`src/rtl/io_cmd_pkg.sv`:
```
// Shared types and byte constants for the I/O-bus command engine.
// The IOCMD_TIMEOUT_EN build uses RSP_TMO; the default build does not.
package io_cmd_pkg;

    typedef enum logic [2:0] {
        StIdle,
        StAddr,
        StData,
        StStrobe,
        StWait,
        StResp
    } state_e;

    localparam logic [7:0] OP_WR   = 8'h57;
    localparam logic [7:0] OP_RD   = 8'h52;
    localparam logic [7:0] RSP_ACK = 8'h4B;
    localparam logic [7:0] RSP_TMO = 8'h54;
    localparam logic [7:0] RSP_ERR = 8'h45;

endpackage

```
`src/rtl/io_cmd_if.sv`:
```
// Byte-stream and MCS I/O-bus signals of the command engine.
// The master modport is the engine side; the slave modport is the host link and responder side.
interface io_cmd_if;

    logic [7:0]  rx_data;
    logic        rx_valid;
    logic        rx_ready;
    logic [7:0]  tx_data;
    logic        tx_valid;
    logic        tx_ready;
    logic        io_addr_strobe;
    logic        io_read_strobe;
    logic        io_write_strobe;
    logic [3:0]  io_byte_enable;
    logic [31:0] io_address;
    logic [31:0] io_write_data;
    logic [31:0] io_read_data;
    logic        io_ready;

    modport master (
        input  rx_data, rx_valid, tx_ready, io_read_data, io_ready,
        output rx_ready, tx_data, tx_valid, io_addr_strobe, io_read_strobe,
               io_write_strobe, io_byte_enable, io_address, io_write_data
    );

    modport slave (
        output rx_data, rx_valid, tx_ready, io_read_data, io_ready,
        input  rx_ready, tx_data, tx_valid, io_addr_strobe, io_read_strobe,
               io_write_strobe, io_byte_enable, io_address, io_write_data
    );

endinterface

```
`src/rtl/io_cmd_watchdog.sv`:
```
// Cycle counter that flags expiry on the TIMEOUT-th enabled cycle after a clear.
// Instantiated by io_cmd_master only when IOCMD_TIMEOUT_EN is defined.
module io_cmd_watchdog #(
    parameter int unsigned TIMEOUT = 1023
) (
    input  logic clk,
    input  logic reset_n,
    input  logic clear,
    input  logic enable,
    output logic expired
);

    localparam int unsigned CW = (TIMEOUT > 1) ? $clog2(TIMEOUT) : 1;
    localparam logic [CW-1:0] LAST = CW'(TIMEOUT - 1);

    logic [CW-1:0] count;

    always_ff @(posedge clk or negedge reset_n) begin
        if (!reset_n) begin
            count <= '0;
        end else if (clear) begin
            count <= '0;
        end else if (enable) begin
            count <= count + CW'(1);
        end
    end

    assign expired = enable && (count == LAST);

endmodule

```
`src/rtl/io_cmd_master.sv`:
```
// Byte-stream command engine acting as initiator on the MCS I/O bus.
// Optional watchdog (0x54 response) is compiled in with IOCMD_TIMEOUT_EN.
module io_cmd_master
    import io_cmd_pkg::*;
#(
    parameter int unsigned TIMEOUT = 1023
) (
    input logic       clk,
    input logic       reset_n,
    io_cmd_if.master  bus
);

    state_e      state;
    logic        is_wr;
    logic [1:0]  cnt;
    logic [31:0] addr;
    logic [31:0] wdata;
    logic [23:0] rdata;
    logic [7:0]  tx_byte;
    logic        addr_stb;
    logic        rd_stb;
    logic        wr_stb;
    logic [3:0]  be;

`ifdef IOCMD_TIMEOUT_EN
    logic expired;

    io_cmd_watchdog #(
        .TIMEOUT (TIMEOUT)
    ) u_watchdog (
        .clk     (clk),
        .reset_n (reset_n),
        .clear   (state == StStrobe),
        .enable  (state == StWait),
        .expired (expired)
    );
`else
    logic unused_timeout;
    assign unused_timeout = ^TIMEOUT;
`endif

    always_ff @(posedge clk or negedge reset_n) begin
        if (!reset_n) begin
            state    <= StIdle;
            is_wr    <= 1'b0;
            cnt      <= 2'd0;
            addr     <= '0;
            wdata    <= '0;
            rdata    <= '0;
            tx_byte  <= '0;
            addr_stb <= 1'b0;
            rd_stb   <= 1'b0;
            wr_stb   <= 1'b0;
            be       <= 4'h0;
        end else begin
            addr_stb <= 1'b0;
            rd_stb   <= 1'b0;
            wr_stb   <= 1'b0;
            case (state)
                StIdle: begin
                    if (bus.rx_valid) begin
                        cnt <= 2'd0;
                        if (bus.rx_data == OP_WR || bus.rx_data == OP_RD) begin
                            is_wr <= (bus.rx_data == OP_WR);
                            state <= StAddr;
                        end else begin
                            tx_byte <= RSP_ERR;
                            state   <= StResp;
                        end
                    end
                end
                StAddr: begin
                    if (bus.rx_valid) begin
                        addr <= {addr[23:0], bus.rx_data};
                        cnt  <= cnt + 2'd1;
                        if (cnt == 2'd3) begin
                            if (is_wr) begin
                                state <= StData;
                            end else begin
                                state    <= StStrobe;
                                addr_stb <= 1'b1;
                                rd_stb   <= 1'b1;
                                be       <= 4'hf;
                            end
                        end
                    end
                end
                StData: begin
                    if (bus.rx_valid) begin
                        wdata <= {wdata[23:0], bus.rx_data};
                        cnt   <= cnt + 2'd1;
                        if (cnt == 2'd3) begin
                            state    <= StStrobe;
                            addr_stb <= 1'b1;
                            wr_stb   <= 1'b1;
                            be       <= 4'hf;
                        end
                    end
                end
                StStrobe: begin
                    state <= StWait;
                end
                StWait: begin
                    // io_ready takes priority over an expiring watchdog in the same cycle
                    if (bus.io_ready) begin
                        be    <= 4'h0;
                        state <= StResp;
                        if (is_wr) begin
                            tx_byte <= RSP_ACK;
                            cnt     <= 2'd0;
                        end else begin
                            tx_byte <= bus.io_read_data[31:24];
                            rdata   <= bus.io_read_data[23:0];
                            cnt     <= 2'd3;
                        end
                    end
`ifdef IOCMD_TIMEOUT_EN
                    else if (expired) begin
                        be      <= 4'h0;
                        tx_byte <= RSP_TMO;
                        cnt     <= 2'd0;
                        state   <= StResp;
                    end
`endif
                end
                StResp: begin
                    // cnt holds the number of bytes still to follow the one on tx_data
                    if (bus.tx_ready) begin
                        if (cnt == 2'd0) begin
                            state <= StIdle;
                        end else begin
                            cnt     <= cnt - 2'd1;
                            tx_byte <= rdata[23:16];
                            rdata   <= {rdata[15:0], 8'h00};
                        end
                    end
                end
                default: begin
                    state <= StIdle;
                end
            endcase
        end
    end

    assign bus.rx_ready        = (state == StIdle) || (state == StAddr) || (state == StData);
    assign bus.tx_valid        = (state == StResp);
    assign bus.tx_data         = tx_byte;
    assign bus.io_addr_strobe  = addr_stb;
    assign bus.io_read_strobe  = rd_stb;
    assign bus.io_write_strobe = wr_stb;
    assign bus.io_byte_enable  = be;
    assign bus.io_address      = addr;
    assign bus.io_write_data   = wdata;

endmodule

```
`src/flat_wrapper.sv`:
```
// flat-port wrapper written by rule: the top's interface ports become plain ports
module io_cmd_master_flat import io_cmd_pkg::*;
#(
    parameter int unsigned TIMEOUT = 1023
)
  (clk, reset_n, bus_rx_data, bus_rx_valid, bus_tx_ready, bus_io_read_data, bus_io_ready, bus_rx_ready, bus_tx_data, bus_tx_valid, bus_io_addr_strobe, bus_io_read_strobe, bus_io_write_strobe, bus_io_byte_enable, bus_io_address, bus_io_write_data);
  io_cmd_if bus_i ();
  input logic clk;
  input logic reset_n;
  input wire logic [$bits(bus_i.rx_data)-1:0] bus_rx_data;
  input wire logic [$bits(bus_i.rx_valid)-1:0] bus_rx_valid;
  input wire logic [$bits(bus_i.tx_ready)-1:0] bus_tx_ready;
  input wire logic [$bits(bus_i.io_read_data)-1:0] bus_io_read_data;
  input wire logic [$bits(bus_i.io_ready)-1:0] bus_io_ready;
  output wire logic [$bits(bus_i.rx_ready)-1:0] bus_rx_ready;
  output wire logic [$bits(bus_i.tx_data)-1:0] bus_tx_data;
  output wire logic [$bits(bus_i.tx_valid)-1:0] bus_tx_valid;
  output wire logic [$bits(bus_i.io_addr_strobe)-1:0] bus_io_addr_strobe;
  output wire logic [$bits(bus_i.io_read_strobe)-1:0] bus_io_read_strobe;
  output wire logic [$bits(bus_i.io_write_strobe)-1:0] bus_io_write_strobe;
  output wire logic [$bits(bus_i.io_byte_enable)-1:0] bus_io_byte_enable;
  output wire logic [$bits(bus_i.io_address)-1:0] bus_io_address;
  output wire logic [$bits(bus_i.io_write_data)-1:0] bus_io_write_data;
  assign bus_i.rx_data = bus_rx_data;
  assign bus_i.rx_valid = bus_rx_valid;
  assign bus_i.tx_ready = bus_tx_ready;
  assign bus_i.io_read_data = bus_io_read_data;
  assign bus_i.io_ready = bus_io_ready;
  assign bus_rx_ready = bus_i.rx_ready;
  assign bus_tx_data = bus_i.tx_data;
  assign bus_tx_valid = bus_i.tx_valid;
  assign bus_io_addr_strobe = bus_i.io_addr_strobe;
  assign bus_io_read_strobe = bus_i.io_read_strobe;
  assign bus_io_write_strobe = bus_i.io_write_strobe;
  assign bus_io_byte_enable = bus_i.io_byte_enable;
  assign bus_io_address = bus_i.io_address;
  assign bus_io_write_data = bus_i.io_write_data;
  io_cmd_master #(.TIMEOUT(TIMEOUT)) u_core (.clk(clk), .reset_n(reset_n), .bus(bus_i));
endmodule
```
`config.mk`:
```
export PLATFORM = sky130hd
export DESIGN_NAME = io_cmd_master_flat
export DESIGN_NICKNAME = d
export VERILOG_FILES = /design/src/rtl/io_cmd_pkg.sv /design/src/rtl/io_cmd_if.sv /design/src/rtl/io_cmd_watchdog.sv /design/src/rtl/io_cmd_master.sv /design/src/flat_wrapper.sv
export SDC_FILE = /design/constraint.sdc
export NUM_CORES = 1
export LEC_CHECK = 0
export ABC_AREA = 1
export BUFFER_PORTS_ARGS = -buffer_cell sky130_fd_sc_hd__buf_4
export CAP_MARGIN = 20
export CORE_AREA = 2 2 124 138
export DETAILED_ROUTE_END_ITERATION = 10
export DIE_AREA = 0 0 126 140
export GPL_TIMING_DRIVEN = 0
export PLACE_DENSITY = 0.54
export SLEW_MARGIN = 0
export SYNTH_ARGS = -nofsm -noshare
export SYNTH_HDL_FRONTEND = slang
export SYNTH_SLANG_ARGS = --single-unit
```
`constraint.sdc`:
```
create_clock -name clk -period 2.75 [get_ports clk]
set_input_delay 0.1375 -clock clk [delete_from_list [all_inputs] [get_ports clk]]
set_output_delay 0.1375 -clock clk [all_outputs]
set_load 0.05 [all_outputs]
```
==> impl_results.html, run 1 <==
<table>
<tr><th>Metric</th><th>Value</th></tr>
<tr><th colspan="2">Run status</th></tr>
<tr><td>Outcome</td><td>complete, no violations</td></tr>
<tr><th colspan="2">Timing</th></tr>
<tr><td>Time the worst path needs with I/O delays and setup</td><td>1.905 ns</td></tr>
<tr><td>Max transition margin</td><td>41.88%</td></tr>
<tr><td>Worst clock skew</td><td>0.006534 ns</td></tr>
<tr><td>Unrepaired setup endpoints after global routing</td><td>false</td></tr>
<tr><td>TNS Setup</td><td>0 ns</td></tr>
<tr><td>Maximum operating frequency</td><td>0.5248 GHz</td></tr>
<tr><td>Transition time at the pin with the least slew margin</td><td>0.8718 ns</td></tr>
<tr><td>Number of pins with negative max-slew slack in the final report</td><td>0</td></tr>
<tr><td>Min setup slack post-route</td><td>0.8446 ns</td></tr>
<tr><td>Number of failing setup endpoints in the final timing report</td><td>0</td></tr>
<tr><td>Final period util</td><td>69.29%</td></tr>
<tr><td>Number of failing hold endpoints at the final stage</td><td>0</td></tr>
<tr><th colspan="2">Yosys</th></tr>
<tr><td>Count of distinct cell types in the synthesized netlist</td><td>26</td></tr>
<tr><td>Post-synth design cell area</td><td>4787 um2</td></tr>
<tr><td>Prevailing post-synth register cell</td><td>dfrtp_1</td></tr>
<tr><td>Average cell area after synthesis</td><td>8.443 um2</td></tr>
<tr><td>Synthesized net count</td><td>612</td></tr>
<tr><td>Library cell with the largest summed area after synthesis</td><td>dfrtp_1</td></tr>
<tr><td>Fraction of the yosys area taken by sequential cells</td><td>55.41%</td></tr>
<tr><td>Flip-flop and latch count after synthesis</td><td>106</td></tr>
<tr><td>Cell count after synthesis</td><td>567</td></tr>
<tr><td>Yosys warning total</td><td>0</td></tr>
<tr><td>Top cells by area in the synthesized netlist</td><td>dfrtp_1, nand2_1, nand3_1</td></tr>
<tr><td>Async S/R FF share, synth</td><td>100.0%</td></tr>
<tr><td>Most frequent cells after synthesis</td><td>nand2_1, dfrtp_1, nand3_1, o21ai_1</td></tr>
<tr><td>Number of synthesized flops with an enable pin</td><td>0</td></tr>
<tr><td>Dominant cell by count in the synthesized netlist</td><td>nand2_1</td></tr>
<tr><td>Yosys top cell area share</td><td>55.41%</td></tr>
<tr><th colspan="2">Floorplanning</th></tr>
<tr><td>Horizontal die dimension</td><td>126 um</td></tr>
<tr><td>Area enclosed by the die boundary</td><td>17,640 um2</td></tr>
<tr><td>I/O pins</td><td>126</td></tr>
<tr><td>Cell row count</td><td>49</td></tr>
<tr><td>Area inside the core boundary</td><td>16,190 um2</td></tr>
<tr><td>Initial cell density of the core</td><td>29.58%</td></tr>
<tr><td>Y dimension of the die</td><td>140 um</td></tr>
<tr><th colspan="2">Pwr</th></tr>
<tr><td>Peak supply drop</td><td>0.3995 mV</td></tr>
<tr><td>Pwr dens</td><td>1408 nW/um2</td></tr>
<tr><td>Leakage Power</td><td>3.352 nW</td></tr>
<tr><th colspan="2">Clock tree</th></tr>
<tr><td>Root Buffer Master</td><td>clkbuf_16</td></tr>
<tr><td>Clock tree from TritonCTS</td><td>yes</td></tr>
<tr><td>CTS-repair resized insts</td><td>0</td></tr>
<tr><td>Number of H-tree levels</td><td>3</td></tr>
<tr><td>Clock buffers created by TritonCTS</td><td>9</td></tr>
<tr><td>Latest clock arrival within the worst-skew pair</td><td>0.35 ns</td></tr>
<tr><td>Max Root-Sink Buffers</td><td>2</td></tr>
<tr><td>Clock Pin Slew Worst Setup and Hold Paths</td><td>0.07 ns</td></tr>
<tr><td>Number of clock sinks</td><td>106</td></tr>
<tr><th colspan="2">Final layout</th></tr>
<tr><td>Count of filler cells inserted in the layout</td><td>1,698</td></tr>
<tr><td>Fraction of layout instances using a drive strength above 1</td><td>27.22%</td></tr>
<tr><td>Final core utilization</td><td>38.81%</td></tr>
<tr><td>Summed area of non-filler cells in the final layout</td><td>6282 um2</td></tr>
<tr><td>Number of standard cells in the final layout excluding fillers</td><td>913</td></tr>
<tr><td># nets final</td><td>749</td></tr>
<tr><td>Relative area change from synthesis to final layout</td><td>31.23%</td></tr>
<tr><td>Number of diodes</td><td>0</td></tr>
<tr><th colspan="2">Worst setup path</th></tr>
<tr><td>RR Endpoint</td><td>u_core.rdata[4]</td></tr>
<tr><td>Slack of the worst reg-to-reg path</td><td>0.96 ns</td></tr>
<tr><td>CP Launch Point</td><td>u_core.state[1]</td></tr>
<tr><td>Max FO, Critical Path</td><td>10</td></tr>
<tr><td>Data arrival time of the worst path</td><td>1.77 ns</td></tr>
<tr><td>Number of cell instances on the worst register-to-register path</td><td>8</td></tr>
<tr><td>Startpoint of the worst register-to-register path</td><td>u_core.state[1]</td></tr>
<tr><td>Class of the most critical setup path</td><td>flop to output pin</td></tr>
<tr><td>Required time reported for the critical path endpoint</td><td>2.61 ns</td></tr>
<tr><td>Destination of the critical timing path</td><td>bus_tx_valid</td></tr>
<tr><td>Crit end category</td><td>output pin</td></tr>
<tr><td>Setup crit start kind</td><td>flop</td></tr>
<tr><th colspan="2">Placed design</th></tr>
<tr><td>Half-perimeter wire length after placement</td><td>9892 um</td></tr>
<tr><td>Post-placement worst setup slack</td><td>0.9530 ns</td></tr>
<tr><td>GP Congestion</td><td>0.7894</td></tr>
<tr><td>Placed insts</td><td>896</td></tr>
<tr><td>Number of buffers added on ports</td><td>124</td></tr>
<tr><td>Placed instance area</td><td>5993 um2</td></tr>
<tr><th colspan="2">Drt</th></tr>
<tr><td>Final routed wire length divided by cell count</td><td>13.85 um</td></tr>
<tr><td>Length of routed wiring on met1</td><td>5452 um</td></tr>
<tr><td>Wire length reported by the detailed router</td><td>12,650 um</td></tr>
<tr><td>Starting DRT DRC Count</td><td>250</td></tr>
<tr><td>Number of vias per cell</td><td>4.551</td></tr>
<tr><td># DRC</td><td>0</td></tr>
<tr><td>DR WL met3</td><td>849 um</td></tr>
<tr><td>Antenna Violating Nets Remaining</td><td>0</td></tr>
<tr><td>Number of iterations in the first detailed-routing pass</td><td>4</td></tr>
<tr><td>Met2 WL</td><td>6079 um</td></tr>
<tr><td>Count of vias placed by the detailed router</td><td>4,155</td></tr>
<tr><td>Top sig layer</td><td>met4</td></tr>
<tr><th colspan="2">Hold path</th></tr>
<tr><td>Path type of the worst min-delay path</td><td>input port to flop</td></tr>
<tr><td>Worst Hold Path Cells</td><td>3</td></tr>
<tr><th colspan="2">Global routing</th></tr>
<tr><td>Overflow left after global routing</td><td>0</td></tr>
<tr><td>Number of antenna violations at the first check in global routing</td><td>0</td></tr>
<tr><td>Vias in the first global route</td><td>4,098</td></tr>
<tr><td>GRT Util Overall</td><td>14.67%</td></tr>
<tr><td>Largest net degree at the start of global routing</td><td>69</td></tr>
<tr><td>First-pass GRT wire length</td><td>20,760 um</td></tr>
<tr><th colspan="2">Run</th></tr>
<tr><td>Max-cap viol count</td><td>0</td></tr>
</table>
critical path, cell delays in order, from the launching register on:
cell and delay (ns):
dfrtp_1 0.37, buf_6 0.14, inv_2 0.09, nand3_2 0.18, inv_1 0.18, buf_2 0.22
buf_4 0.23
layout make-up:
cell class / instances / area (um2) / share of cell area [%]
Clock buffer: 10 / 229.0 / 3.645
Clock inverter: 6 / 50.05 / 0.7967
Buffer: 31 / 217.7 / 3.465
Sequential cell: 106 / 2653 / 42.22
Inverter: 38 / 146.4 / 2.330
Tap cell: 204 / 255.2 / 4.063
Timing Repair Buffer: 126 / 960.9 / 15.30
Multi-Input combinational cell: 392 / 1770 / 28.18
report_power, final:
part | leakage, nW | internal (mW) | switching (mW) | total [mW]
Sequential | 1.35 | 2.24 | 0.452 | 2.69
Combinational | 1.88 | 1.51 | 3.43 | 4.93
Clock | 0.123 | 0.624 | 0.594 | 1.22
Total | 3.35 | 4.37 | 4.47 | 8.85
through the flow:
stage / hold slack (ns) / total power [mW]
after global routing: 0.03345 / 9.449
after floorplan: -0.1581 / 6.199
final: 0.03987 / 8.846
after global placement: 0.4032 / 7.606
after CTS: 0.02439 / 8.949
after detailed placement: 0.3079 / 7.705
cell families (layout without fill, tap and decap cells):
family	after synthesis	count (layout)	share of synthesized area, %
AND/OR/NAND/NOR	308	308	27.73
flip-flops	106	106	55.41
AO/OA/AOI/OAI	84	84	9.252
buffers and inverters	69	211	7.606
per-layer routing:
layer	vias to the layer above	track usage [%]
met1	1914	18.58
met3	19	4.125
met4	0	5.379
met2	131	23.97
li1	2091	-
met5	-	0
registers in the layout, summed over array words and instances, names as in the netlist:
register	flops
u_core.cnt	2
u_core.bus.io_address	32
u_core.is_wr	1
u_core.bus.tx_data	8
u_core.rdata	24
u_core.bus.io_write_strobe	1
u_core.bus.io_read_strobe	1
u_core.bus.io_write_data	32
u_core.bus.io_byte_enable	1
u_core.state	3
u_core.bus.io_addr_strobe	1
how the worst min path moves through the flow:
stage / startpoint / endpoint / slack (ns)
after floorplan: reset_n / u_core.bus.io_addr_strobe / -0.16
after global placement: bus_io_read_data[0] / u_core.rdata[0] / 0.40
after detailed placement: reset_n / u_core.bus.io_address[29] / 0.31
after CTS: bus_io_read_data[1] / u_core.rdata[1] / 0.02
after global routing: bus_io_read_data[1] / u_core.rdata[1] / 0.03
final: bus_io_read_data[1] / u_core.rdata[1] / 0.04
cells in the final DEF, fill, tap and decap left out:
master | synthesis | layout
inv_2 | 5 | 5
buf_12 | 0 | 1
clkbuf_1 | 8 | 9
nand3_2 | 1 | 1
nand2_4 | 1 | 1
nand4_1 | 3 | 3
nand2_1 | 192 | 192
nor3_1 | 3 | 3
nor2_2 | 1 | 1
buf_6 | 10 | 10
nand2_2 | 3 | 3
or2_1 | 9 | 9
nor2_4 | 4 | 4
inv_6 | 0 | 1
a21oi_2 | 2 | 2
inv_8 | 0 | 1
clkbuf_16 | 0 | 9
clkinv_2 | 1 | 1
inv_1 | 31 | 31
o21ai_2 | 4 | 4
buf_4 | 4 | 128
nand3_1 | 53 | 53
dfrtp_1 | 106 | 106
a21oi_1 | 11 | 11
buf_2 | 9 | 9
clkinvlp_4 | 0 | 4
o21ai_0 | 29 | 29
o21ai_1 | 38 | 38
inv_4 | 1 | 1
or2_2 | 7 | 7
nor2_1 | 31 | 31
dlygate4sd3_1 | 0 | 1
what timing repair did:
item,CTS,global route
hold buffers,1,0
endpoints found under the hold margin,67,0
setup buffers,0,0
No activity file was read; power rests on OpenSTA's default activity.
==> run 2, diff against run 1 <==
--- a/config.mk
+++ b/config.mk
@@ -12,7 +12,7 @@
 export DETAILED_ROUTE_END_ITERATION = 10
 export DIE_AREA = 0 0 126 140
 export GPL_TIMING_DRIVEN = 0
-export PLACE_DENSITY = 0.54
+export PLACE_DENSITY = 0.56
 export SLEW_MARGIN = 0
 export SYNTH_ARGS = -nofsm -noshare
 export SYNTH_HDL_FRONTEND = slang
==> constraint.sdc (replaced) <==
create_clock -name clk -period 1.65 [get_ports clk]
set_input_delay 0.0825 -clock clk [delete_from_list [all_inputs] [get_ports clk]]
set_output_delay 0.0825 -clock clk [all_outputs]
set_load 0.05 [all_outputs]
==> run 2 against run 1 <==
Clock-buffer cell count up 3. Wire length increased by 3.3%. Setup slack worse by 0.83 ns. Critical path type is now flop to flop. Clock skew increased by 0.0029 ns. Combinational power grew 79%. Global-route usage is essentially flat. Non-clock buffer count up 29. Register-to-register slack lost 0.95 ns. Largest cell class unchanged.
==> impl_results.html, run 2 (same netlist as run 1, synthesis figures left out) <==
<table>
<tr><th>Metric</th><th>Value</th></tr>
<tr><th colspan="2">Pwr</th></tr>
<tr><td>Peak supply drop</td><td>0.7254 mV (+82%)</td></tr>
<tr><td>Pwr dens</td><td>2321 nW/um2 (+65%)</td></tr>
<tr><td>Leakage Power</td><td>3.522 nW (+5.1%)</td></tr>
<tr><th colspan="2">Global routing</th></tr>
<tr><td>Largest net degree at the start of global routing</td><td>63 (-8.7%)</td></tr>
<tr><td>Vias in the first global route</td><td>4,132 (+0.83%)</td></tr>
<tr><td>Overflow left after global routing</td><td>0 (unchanged)</td></tr>
<tr><td>First-pass GRT wire length</td><td>20,710 um (-0.24%)</td></tr>
<tr><td>Number of antenna violations at the first check in global routing</td><td>0 (unchanged)</td></tr>
<tr><td>GRT Util Overall</td><td>14.66% (about the same)</td></tr>
<tr><th colspan="2">Hold path</th></tr>
<tr><td>Worst Hold Path Cells</td><td>3 (unchanged)</td></tr>
<tr><td>Path type of the worst min-delay path</td><td>input port to flop</td></tr>
<tr><th colspan="2">Drt</th></tr>
<tr><td>Antenna Violating Nets Remaining</td><td>0 (unchanged)</td></tr>
<tr><td>Count of vias placed by the detailed router</td><td>4,365 (+5.1%)</td></tr>
<tr><td>Wire length reported by the detailed router</td><td>13,060 um (+3.3%)</td></tr>
<tr><td>Number of vias per cell</td><td>4.634 (+1.8%)</td></tr>
<tr><td># DRC</td><td>0 (unchanged)</td></tr>
<tr><td>Final routed wire length divided by cell count</td><td>13.87 um (+0.13%)</td></tr>
<tr><td>Number of iterations in the first detailed-routing pass</td><td>5 (+1)</td></tr>
<tr><td>Starting DRT DRC Count</td><td>273 (+9.2%)</td></tr>
<tr><th colspan="2">Clock tree</th></tr>
<tr><td>Max Root-Sink Buffers</td><td>2 (unchanged)</td></tr>
<tr><td>Latest clock arrival within the worst-skew pair</td><td>0.35 ns (about the same)</td></tr>
<tr><td>Number of H-tree levels</td><td>3 (unchanged)</td></tr>
<tr><td>Clock buffers created by TritonCTS</td><td>9 (unchanged)</td></tr>
<tr><td>Clock tree from TritonCTS</td><td>yes</td></tr>
<tr><td>Clock Pin Slew Worst Setup and Hold Paths</td><td>0.07 ns (about the same)</td></tr>
<tr><td>Root Buffer Master</td><td>clkbuf_16</td></tr>
<tr><td>Number of clock sinks</td><td>106 (unchanged)</td></tr>
<tr><th colspan="2">Worst setup path</th></tr>
<tr><td>Max FO, Critical Path</td><td>10 (unchanged)</td></tr>
<tr><td>Number of cell instances on the worst register-to-register path</td><td>11 (+3)</td></tr>
<tr><td>Crit end category</td><td>flop</td></tr>
<tr><td>Setup crit start kind</td><td>flop</td></tr>
<tr><td>Slowest cell on crit path</td><td>dfrtp_1</td></tr>
<tr><td>Critical-path cell list</td><td>buf_6 -&gt; nor2_4 -&gt; nand2_4 -&gt; nor2_4 -&gt; inv_2 -&gt; nand2_2 -&gt; nand2_4 -&gt; buf_6 -&gt; buf_8 -&gt; nand2_1 -&gt; o21ai_1</td></tr>
<tr><td>Data arrival time of the worst path</td><td>1.88 ns (+0.11 ns)</td></tr>
<tr><td>Class of the most critical setup path</td><td>flop to flop</td></tr>
<tr><td>Peak per-stage delay on the critical path</td><td>0.38 ns (about the same)</td></tr>
<tr><td>Required time reported for the critical path endpoint</td><td>1.89 ns (-0.72 ns)</td></tr>
<tr><th colspan="2">Placed design</th></tr>
<tr><td>Number of buffers added on ports</td><td>124 (unchanged)</td></tr>
<tr><td>GP Congestion</td><td>0.8322 (+5.4%)</td></tr>
<tr><td>Half-perimeter wire length after placement</td><td>9675 um (-2.2%)</td></tr>
<tr><td>Placed insts</td><td>896 (unchanged)</td></tr>
<tr><th colspan="2">Final layout</th></tr>
<tr><td># nets final</td><td>778 (+3.9%)</td></tr>
<tr><td>Number of diodes</td><td>0 (unchanged)</td></tr>
<tr><td>Most frequent standard cell in the layout excluding fill and tap cells</td><td>nand2_1</td></tr>
<tr><td>Count of filler cells inserted in the layout</td><td>1,654 (-2.6%)</td></tr>
<tr><td>Relative area change from synthesis to final layout</td><td>38.11%</td></tr>
<tr><td>Fraction of layout instances using a drive strength above 1</td><td>31.30% (+4.1 points)</td></tr>
<tr><td>Leading cell types in the layout, fill and taps excluded</td><td>nand2_1, buf_4, dfrtp_1</td></tr>
<tr><td>Number of standard cells in the final layout excluding fillers</td><td>942 (+3.2%)</td></tr>
<tr><th colspan="2">Timing</th></tr>
<tr><td>Unrepaired setup endpoints after global routing</td><td>true</td></tr>
<tr><td>Worst clock skew</td><td>0.009438 ns (+0.002904 ns)</td></tr>
<tr><td>Max transition margin</td><td>59.40% (+18 points)</td></tr>
<tr><td>Time the worst path needs with I/O delays and setup</td><td>1.639 ns</td></tr>
<tr><td>Smallest hold slack</td><td>0.03505 ns (-0.004829 ns)</td></tr>
<tr><td>Number of pins with negative max-slew slack in the final report</td><td>0 (unchanged)</td></tr>
<tr><td>Number of failing setup endpoints in the final timing report</td><td>0 (unchanged)</td></tr>
<tr><td>Final period util</td><td>99.30%</td></tr>
<tr><td>TNS Setup</td><td>0 ns (unchanged)</td></tr>
<tr><td>Number of failing hold endpoints at the final stage</td><td>0 (unchanged)</td></tr>
<tr><td>Maximum operating frequency</td><td>0.6103 GHz</td></tr>
<tr><td>Transition time at the pin with the least slew margin</td><td>0.6090 ns (-0.2627 ns)</td></tr>
<tr><th colspan="2">Floorplanning</th></tr>
<tr><td>I/O pins</td><td>126 (unchanged)</td></tr>
<tr><td>Area enclosed by the die boundary</td><td>17,640 um2 (unchanged)</td></tr>
<tr><td>Y dimension of the die</td><td>140 um (unchanged)</td></tr>
<tr><td>Area inside the core boundary</td><td>16,190 um2 (unchanged)</td></tr>
<tr><td>Initial cell density of the core</td><td>29.58% (unchanged)</td></tr>
<tr><td>Horizontal die dimension</td><td>126 um (unchanged)</td></tr>
<tr><td>Cell row count</td><td>49 (unchanged)</td></tr>
<tr><th colspan="2">Run</th></tr>
<tr><td>Max-cap viol count</td><td>0 (unchanged)</td></tr>
<tr><th colspan="2">Run status</th></tr>
<tr><td>Outcome</td><td>complete, no violations</td></tr>
</table>
run 2: cell types whose count changed in the layout (fill, tap and decap cells not counted), sizes merged:
cell | before | now
buf | 148 | 169
clkbuf | 18 | 21
clkinv | 1 | 2
clkinvlp | 4 | 1
dlygate4sd3 | 1 | 9
inv | 39 | 38
run 2: layout make-up:
cell class                      instances  area, um2  share of cell area [%]
Sequential cell                       106       2653                   40.12
Multi-Input combinational cell        392       1827                   27.63
Timing Repair Buffer                  156       1219                   18.43
Tap cell                              204      255.2                   3.861
Clock buffer                           13      250.2                   3.785
Buffer                                 30      232.7                   3.520
Inverter                               38      150.1                   2.271
Clock inverter                          3      25.02                  0.3785
run 2: stage by stage:
step	setup WS (ns)	instance area (um2)	util, %	power, mW
after global placement	-0.08424	5973	36.90	12.67
final	0.01148	6611	40.85	15.34
after floorplan	0.1700	4787	-	10.33
after global routing	-0.08531	6611	40.85	16.35
after CTS	0.009359	6412	39.62	14.98
after detailed placement	-0.1275	6001	37.07	12.82
run 2: critical path, delay by kind of cell (launching register included):
| kind | cells | cell delay, ns |
|---|---|---|
| flip-flops | 1 | 0.38 |
| AO/OA/AOI/OAI | 1 | 0.05 |
| buffers and inverters | 4 | 0.48 |
| AND/OR/NAND/NOR | 6 | 0.61 |
run 2: layer usage:
layer,wire (um),GRT usage (%),up-vias
met4,219,4.627,0
met2,6382,25.04,142
met1,5620,18.02,2063
met3,841,4.011,20
li1,-,-,2140
met5,0,0,-
run 2: timing repair:
| action | 4_1_cts | 5_1_grt |
|---|---|---|
| pin swaps | 0 | 6 |
| endpoints found under the setup margin | 35 | 100 |
| hold buffers | 9 | 0 |
| hold endpoints to repair | 52 | 0 |
| gates resized for setup | 10 | 26 |
| setup buffers | 2 | 19 |
| cloned | 0 | 1 |
run 2: power breakdown:
group	total (mW)	internal [mW]	leakage (nW)	switching [mW]
sequential	4.50	3.74	1.35	0.766
combinational	8.81	2.92	2.05	5.89
clock	2.03	1.07	0.130	0.955
total	15.3	7.73	3.52	7.61
run 2: path summary, 6_finish.rpt:
path                       slack [ns]                         to                      start
max                              0.01            u_core.rdata[1]            u_core.state[1]
min                              0.04           u_core.rdata[13]       bus_io_read_data[13]
max reg2reg                      0.01            u_core.rdata[1]            u_core.state[1]
min reg2reg                      0.47  u_core.bus.io_address[28]  u_core.bus.io_address[28]
max in group asynchronous        0.64            u_core.state[2]                    reset_n
min in group asynchronous        0.29  u_core.bus.io_address[25]                    reset_n
